<file path="src/rtl/gemac_wb_regs.sv">
// GEMAC Wishbone register file and MDIO management master.
// Static filter/pause settings feed the MAC core; MDIO frames are serialised on mdc/mdio_o.
module gemac_wb_regs #(
    parameter logic [7:0] MDIO_DIV_RST = 8'd100
) (
    input  logic        wb_clk,
    input  logic        wb_rst_n,
    input  logic        wb_stb,
    input  logic        wb_cyc,
    input  logic        wb_we,
    input  logic [7:0]  wb_adr,
    input  logic [31:0] wb_dat_i,
    output logic [31:0] wb_dat_o,
    output logic        wb_ack,
    output logic [6:0]  misc_settings,
    output logic [47:0] ucast_addr,
    output logic [47:0] mcast_addr,
    output logic        mdc,
    output logic        mdio_o,
    output logic        mdio_oe,
    input  logic        mdio_i
);

    typedef enum logic [2:0] {ST_IDLE, ST_PRE, ST_HDR, ST_TA, ST_DATA} state_t;

    localparam logic [5:0] A_MISC    = 6'h00;
    localparam logic [5:0] A_UCAST_H = 6'h01;
    localparam logic [5:0] A_UCAST_L = 6'h02;
    localparam logic [5:0] A_MCAST_H = 6'h03;
    localparam logic [5:0] A_MCAST_L = 6'h04;
    localparam logic [5:0] A_MDIO_CF = 6'h05;
    localparam logic [5:0] A_MDIO_AD = 6'h06;
    localparam logic [5:0] A_MDIO_CM = 6'h07;
    localparam logic [5:0] A_WDATA   = 6'h08;
    localparam logic [5:0] A_RDATA   = 6'h09;
    localparam logic [5:0] A_BUSY    = 6'h0A;

    logic        ack_q, ack_d;
    logic [31:0] dat_o_q, dat_o_d;
    logic [6:0]  misc_q, misc_d;
    logic [15:0] ucast_h_q, ucast_h_d;
    logic [31:0] ucast_l_q, ucast_l_d;
    logic [15:0] mcast_h_q, mcast_h_d;
    logic [31:0] mcast_l_q, mcast_l_d;
    logic        nopre_q, nopre_d;
    logic [7:0]  div_q, div_d;
    logic [4:0]  reg_addr_q, reg_addr_d;
    logic [4:0]  phy_addr_q, phy_addr_d;
    logic [15:0] wdata_q, wdata_d;
    logic [15:0] rdata_q, rdata_d;
    state_t      state_q, state_d;
    logic        mdc_q, mdc_d;
    logic        mdio_o_q, mdio_o_d;
    logic        mdio_oe_q, mdio_oe_d;
    logic [7:0]  div_cnt_q, div_cnt_d;
    logic [7:0]  d_lat_q, d_lat_d;
    logic [6:0]  bit_cnt_q, bit_cnt_d;
    logic [63:0] sr_q, sr_d;
    logic [15:0] rx_q, rx_d;
    logic        is_read_q, is_read_d;

    logic        acc, wr, busy, tick, rise, fall;
    logic        cmd_rd, cmd_wr, start;
    logic [5:0]  word_adr;
    logic [31:0] rd_val;
    logic [63:0] frame, frame_sel;
    logic [7:0]  d_eff;
    logic [6:0]  nxt_cnt;
    logic        unused_adr;

    assign word_adr   = wb_adr[7:2];
    assign unused_adr = ^wb_adr[1:0];
    assign acc        = wb_stb & wb_cyc & ~ack_q;
    assign wr         = acc & wb_we;
    assign busy       = (state_q != ST_IDLE);

    // A command is only taken while idle; the read bit wins when both are set.
    assign cmd_rd = wr && (word_adr == A_MDIO_CM) && !busy && wb_dat_i[0];
    assign cmd_wr = wr && (word_adr == A_MDIO_CM) && !busy && !wb_dat_i[0] && wb_dat_i[1];
    assign start  = cmd_rd | cmd_wr;

    assign frame = {32'hFFFF_FFFF, 2'b01, (cmd_rd ? 2'b10 : 2'b01), phy_addr_q, reg_addr_q,
                    (cmd_rd ? 2'b00 : 2'b10), (cmd_rd ? 16'h0000 : wdata_q)};
    assign frame_sel = nopre_q ? {frame[31:0], 32'h0000_0000} : frame;
    assign d_eff     = (div_q < 8'd2) ? 8'd2 : div_q;

    assign tick    = (div_cnt_q == (d_lat_q - 8'd1));
    assign rise    = busy && tick && !mdc_q;
    assign fall    = busy && tick && mdc_q;
    assign nxt_cnt = bit_cnt_q - 7'd1;

    always_comb begin
        rd_val = 32'h0;
        case (word_adr)
            A_MISC:    rd_val = {25'h0, misc_q};
            A_UCAST_H: rd_val = {16'h0, ucast_h_q};
            A_UCAST_L: rd_val = ucast_l_q;
            A_MCAST_H: rd_val = {16'h0, mcast_h_q};
            A_MCAST_L: rd_val = mcast_l_q;
            A_MDIO_CF: rd_val = {23'h0, nopre_q, div_q};
            A_MDIO_AD: rd_val = {19'h0, reg_addr_q, 3'b000, phy_addr_q};
            A_WDATA:   rd_val = {16'h0, wdata_q};
            A_RDATA:   rd_val = {16'h0, rdata_q};
            A_BUSY:    rd_val = {31'h0, busy};
            default:   rd_val = 32'h0;
        endcase
    end

    always_comb begin
        ack_d      = acc;
        dat_o_d    = acc ? rd_val : dat_o_q;
        misc_d     = misc_q;
        ucast_h_d  = ucast_h_q;
        ucast_l_d  = ucast_l_q;
        mcast_h_d  = mcast_h_q;
        mcast_l_d  = mcast_l_q;
        nopre_d    = nopre_q;
        div_d      = div_q;
        reg_addr_d = reg_addr_q;
        phy_addr_d = phy_addr_q;
        wdata_d    = wdata_q;
        rdata_d    = rdata_q;
        state_d    = state_q;
        mdc_d      = mdc_q;
        mdio_o_d   = mdio_o_q;
        mdio_oe_d  = mdio_oe_q;
        div_cnt_d  = div_cnt_q;
        d_lat_d    = d_lat_q;
        bit_cnt_d  = bit_cnt_q;
        sr_d       = sr_q;
        rx_d       = rx_q;
        is_read_d  = is_read_q;

        if (wr) begin
            case (word_adr)
                A_MISC:    misc_d    = wb_dat_i[6:0];
                A_UCAST_H: ucast_h_d = wb_dat_i[15:0];
                A_UCAST_L: ucast_l_d = wb_dat_i;
                A_MCAST_H: mcast_h_d = wb_dat_i[15:0];
                A_MCAST_L: mcast_l_d = wb_dat_i;
                A_MDIO_CF: begin
                    nopre_d = wb_dat_i[8];
                    div_d   = wb_dat_i[7:0];
                end
                A_MDIO_AD: begin
                    reg_addr_d = wb_dat_i[12:8];
                    phy_addr_d = wb_dat_i[4:0];
                end
                A_WDATA:   wdata_d = wb_dat_i[15:0];
                default:   ;
            endcase
        end

        // Outgoing bits change on mdc falling edges; incoming bits are taken on rising edges.
        if (busy) begin
            div_cnt_d = tick ? 8'd0 : div_cnt_q + 8'd1;
            if (tick) mdc_d = ~mdc_q;
            if (rise && (state_q == ST_DATA) && is_read_q) rx_d = {rx_q[14:0], mdio_i};
            if (fall) begin
                if (bit_cnt_q == 7'd1) begin
                    state_d   = ST_IDLE;
                    mdio_oe_d = 1'b0;
                    mdio_o_d  = 1'b0;
                    mdc_d     = 1'b0;
                    div_cnt_d = 8'd0;
                    if (is_read_q) rdata_d = rx_q;
                end else begin
                    bit_cnt_d = nxt_cnt;
                    mdio_o_d  = sr_q[63];
                    sr_d      = {sr_q[62:0], 1'b0};
                    mdio_oe_d = ~(is_read_q && (nxt_cnt <= 7'd18));
                    if (nxt_cnt > 7'd32)      state_d = ST_PRE;
                    else if (nxt_cnt > 7'd18) state_d = ST_HDR;
                    else if (nxt_cnt > 7'd16) state_d = ST_TA;
                    else                      state_d = ST_DATA;
                end
            end
        end

        // The accept edge acts as the first falling edge of the frame.
        if (start) begin
            state_d   = nopre_q ? ST_HDR : ST_PRE;
            bit_cnt_d = nopre_q ? 7'd32 : 7'd64;
            mdio_o_d  = frame_sel[63];
            sr_d      = {frame_sel[62:0], 1'b0};
            mdio_oe_d = 1'b1;
            mdc_d     = 1'b0;
            div_cnt_d = 8'd0;
            d_lat_d   = d_eff;
            is_read_d = cmd_rd;
            rx_d      = 16'h0;
        end
    end

    always_ff @(posedge wb_clk or negedge wb_rst_n) begin
        if (!wb_rst_n) begin
            ack_q      <= 1'b0;
            dat_o_q    <= '0;
            misc_q     <= '0;
            ucast_h_q  <= '0;
            ucast_l_q  <= '0;
            mcast_h_q  <= '0;
            mcast_l_q  <= '0;
            nopre_q    <= 1'b0;
            div_q      <= MDIO_DIV_RST;
            reg_addr_q <= '0;
            phy_addr_q <= '0;
            wdata_q    <= '0;
            rdata_q    <= '0;
            state_q    <= ST_IDLE;
            mdc_q      <= 1'b0;
            mdio_o_q   <= 1'b0;
            mdio_oe_q  <= 1'b0;
            div_cnt_q  <= '0;
            d_lat_q    <= '0;
            bit_cnt_q  <= '0;
            sr_q       <= '0;
            rx_q       <= '0;
            is_read_q  <= 1'b0;
        end else begin
            ack_q      <= ack_d;
            dat_o_q    <= dat_o_d;
            misc_q     <= misc_d;
            ucast_h_q  <= ucast_h_d;
            ucast_l_q  <= ucast_l_d;
            mcast_h_q  <= mcast_h_d;
            mcast_l_q  <= mcast_l_d;
            nopre_q    <= nopre_d;
            div_q      <= div_d;
            reg_addr_q <= reg_addr_d;
            phy_addr_q <= phy_addr_d;
            wdata_q    <= wdata_d;
            rdata_q    <= rdata_d;
            state_q    <= state_d;
            mdc_q      <= mdc_d;
            mdio_o_q   <= mdio_o_d;
            mdio_oe_q  <= mdio_oe_d;
            div_cnt_q  <= div_cnt_d;
            d_lat_q    <= d_lat_d;
            bit_cnt_q  <= bit_cnt_d;
            sr_q       <= sr_d;
            rx_q       <= rx_d;
            is_read_q  <= is_read_d;
        end
    end

    assign wb_ack        = ack_q;
    assign wb_dat_o      = dat_o_q;
    assign misc_settings = misc_q;
    assign ucast_addr    = {ucast_h_q, ucast_l_q};
    assign mcast_addr    = {mcast_h_q, mcast_l_q};
    assign mdc           = mdc_q;
    assign mdio_o        = mdio_o_q;
    assign mdio_oe       = mdio_oe_q;

endmodule

</file>
<file path="config.mk">
export PLATFORM = sky130hd
export DESIGN_NAME = gemac_wb_regs
export DESIGN_NICKNAME = d
export VERILOG_FILES = /design/src/rtl/gemac_wb_regs.sv
export SDC_FILE = /design/constraint.sdc
export NUM_CORES = 1
export LEC_CHECK = 0
export CORE_ASPECT_RATIO = 1.75
export CORE_MARGIN = 2
export CORE_UTILIZATION = 50
export CTS_CLUSTER_DIAMETER = 50
export DETAILED_ROUTE_END_ITERATION = 16
export PLACE_DENSITY = 0.74
export SLEW_MARGIN = 10
export SYNTH_ARGS = -nofsm -noshare
export SYNTH_HDL_FRONTEND = slang
export SYNTH_SLANG_ARGS = --single-unit
export TNS_END_PERCENT = 10
</file>
<file path="constraint.sdc">
create_clock -name wb_clk -period 7 [get_ports wb_clk]
set_input_delay 0.7 -clock wb_clk [delete_from_list [all_inputs] [get_ports wb_clk]]
set_output_delay 0.7 -clock wb_clk [all_outputs]
set_load 0.005 [all_outputs]
</file>
==> impl_metrics.toml <==
[flow_run]
cap_violations = 0

[routing]
ant_nets = 0
first_iter_violations = 735
drc_errors = 0
drt-wirelength-per-cell_um = 22.8
vias_per_cell = 6.15
totalWireLength_um = 37400
first_pass_iters = 5
num_vias = 10124

[placement]
gp_congestion = 0.852
dpl_cell_area_sq_mm = 0.0155
place_ws_ns = 2.41
dp_hpwl_um = 25700
io_buffers = 182
dp.cells = 1597

[grt]
grt_max_degree = 168
grt_usage_pct = 26.3
antenna_found_initial = 0
grt_pass1_vias = 10540
overflow = 0
grt_pass1_wl_um = 58800

[pwr]
pwr_density_cell_mw_per_mm2 = 236
p_int_mw = 2.92
leakagePower_nw = 7.27
combPwrFrac_pct = 9.8
p_seq_share_pct = 48.9
power_mw = 3.88
pwr-share-clk_pct = 41.3
power.switching_mw = 0.965
swShare_pct = 24.8
peakVddDrop_uv = 262

[synth]
ys_top_cells_by_count = "293 x dfrtp_1, 145 x mux2_2, 115 x nand2_1"
synthesis.area_sq_mm = 0.0136
synthCells = 1165
synth_most_common_cell = "dfrtp_1"
yosys_warnings = 0
async_flop_share_pct = 100
ys.flop_type = "dfrtp_1"
synth_nets = 1215
synth-seq-area-share_pct = 54.7
synth_seq_cells = 296
yosysUniqueCellTypes = 64
synth_top_area_share_pct = 54.1
synth_top_cell_by_area = "dfrtp_1"
synth_edf_count = 0
netlist_top_cells_area = "dfrtp_1 54%, mux2_2 12%, mux2i_1 4.8%"
synth.avg_cell_area_sq_um = 11.6

[final_layout]
post-route-util_pct = 62.0
drive_gt1_share_pct = 17.8
n_antenna_cell = 0
fin_cells = 1645
final_nets = 1352
fill_cells = 2108
syn_to_final_growth_pct = 21.6
fin_area_sq_mm = 0.0165

[timing]
hold_viol_final = 0
max_freq_mhz = 240
holdWs_ns = 0.175
setup_viol = 0
tns_ns = 0
period_share_pct = 59.4
skew_ns = 0.00968
slew-limit-headroom_pct = 15.6
final-max-slew-violation-count = 0
layout_setup_ws_ns = 2.84
rsz0062_at_grt = "no"
fin_crit_ns = 4.16
worstMarginPinSlew_ns = 1.26

[critical_path]
path_max_fanout = 16
path_class = "input port to flip-flop"
cp.arrival_ns = 4.59
critPathLaunchType = "input port"
r2r_cells = 8
critPathCaptureType = "flip-flop"
cp.required_ns = 7.43

[floorplanning]
coreArea_sq_mm = 0.0266
die_w_um = 128
start_util_pct = 51.0
die_area_sq_mm = 0.0285
ioPinCount = 185
rows = 79
die_h_um = 222

[clocking]
cts_tree = "yes"
htreeDepth = 1
cts-buffers-inserted = 27
postCtsSetupBuffers = 0
worstSkewPairLatency_ns = 0.55
cts_root_buf = "clkbuf_16"
clk_pin_slew_ns = 0.07
cts_resized = 0
clockBufferDepth = 3
cts_sinks = 296
cts_hold_buf = 0

[min_path]
hold_path_class = "input port to async pin"

[run_status]
outcome = "completed"
-- layout by cell type, fill, tap and decap left out, types with 17 or more instances in the layout --
cell,n
inv_1,17
mux2_2,145
clkdlybuf4s50_1,181
clkbuf_16,27
nor3_1,39
dfrtp_1,293
nor2_1,27
nand3_1,18
o21ai_0,41
nand2_1,115
a21oi_1,61
mux2i_1,65
a22oi_1,49
-- worst max-delay path: stages --
cell	delay [ns]
clkdlybuf4s50_1	0.56
nor3b_1	0.68
nand2_1	0.56
nor2_1	0.79
nand2_1	0.78
mux2_2	0.51
-- cells by family after synthesis --
kind of cell / share of synthesized area (%)
AND/OR/NAND/NOR: 9.86
AO/OA/AOI/OAI: 13.3
XOR/XNOR: 0.582
flip-flops: 54.7
adder cells (fa/ha/maj): 0.369
buffers and inverters: 3.27
multiplexers: 18.0
-- power groups by stage --
stage | clock [mW] | combinational, mW | sequential (mW)
detailed placement | 0 | 0.384 | 1.93
global placement | 0 | 0.372 | 1.92
finish | 1.60 | 0.382 | 1.90
global route | 1.69 | 0.423 | 1.91
CTS | 1.62 | 0.386 | 1.90
floorplan | 0 | 0.219 | 1.89
-- metal layers --
layer	vias to the layer above	GRT usage, %	share of wire [%]
met5	-	0	0
met4	0	11.3	4.2
met3	79	5.07	5.9
met2	347	47.3	53
met1	5140	30.1	37
li1	4558	-	-
-- path summary, 6_finish.rpt --
check / start / endpoint / slack [ns]
setup / recovery: wb_adr[3] / mcast_h_q[13] / 2.84
hold / removal: wb_rst_n / mcast_l_q[25] / 0.17
setup reg to reg: d_lat_q[0] / rx_q[7] / 3.33
hold reg to reg: wb_dat_o[6] / wb_dat_o[6] / 0.48
max in group asynchronous: wb_rst_n / div_q[4] / 5.41
min in group wb_clk: wb_dat_o[6] / wb_dat_o[6] / 0.48
-- flip-flops by register name, indices dropped and copies added, names as in the netlist, 3 cells and up --
| signal | flops |
|---|---|
| wdata_q | 16 |
| div_cnt_q | 8 |
| bit_cnt_q | 7 |
| d_lat_q | 8 |
| reg_addr_q | 5 |
| rdata_q | 16 |
| sr_q | 63 |
| phy_addr_q | 5 |
| misc_settings | 7 |
| ucast_l_q | 32 |
| mcast_l_q | 32 |
| rx_q | 16 |
| div_q | 8 |
| mcast_h_q | 16 |
| state_q | 3 |
| wb_dat_o | 32 |
| ucast_h_q | 16 |
-- area by class of cell --
class	count	area, sq um	share of cell area, %
clock inverters	16	225	1.37
flip-flops and latches	296	7410	45.0
well taps	324	405	2.46
inverters	17	63.8	0.387
clock buffers	32	724	4.39
multi-input cells	767	5730	34.8
repair buffers	193	1920	11.7
No activity file was read; power rests on OpenSTA's default activity.
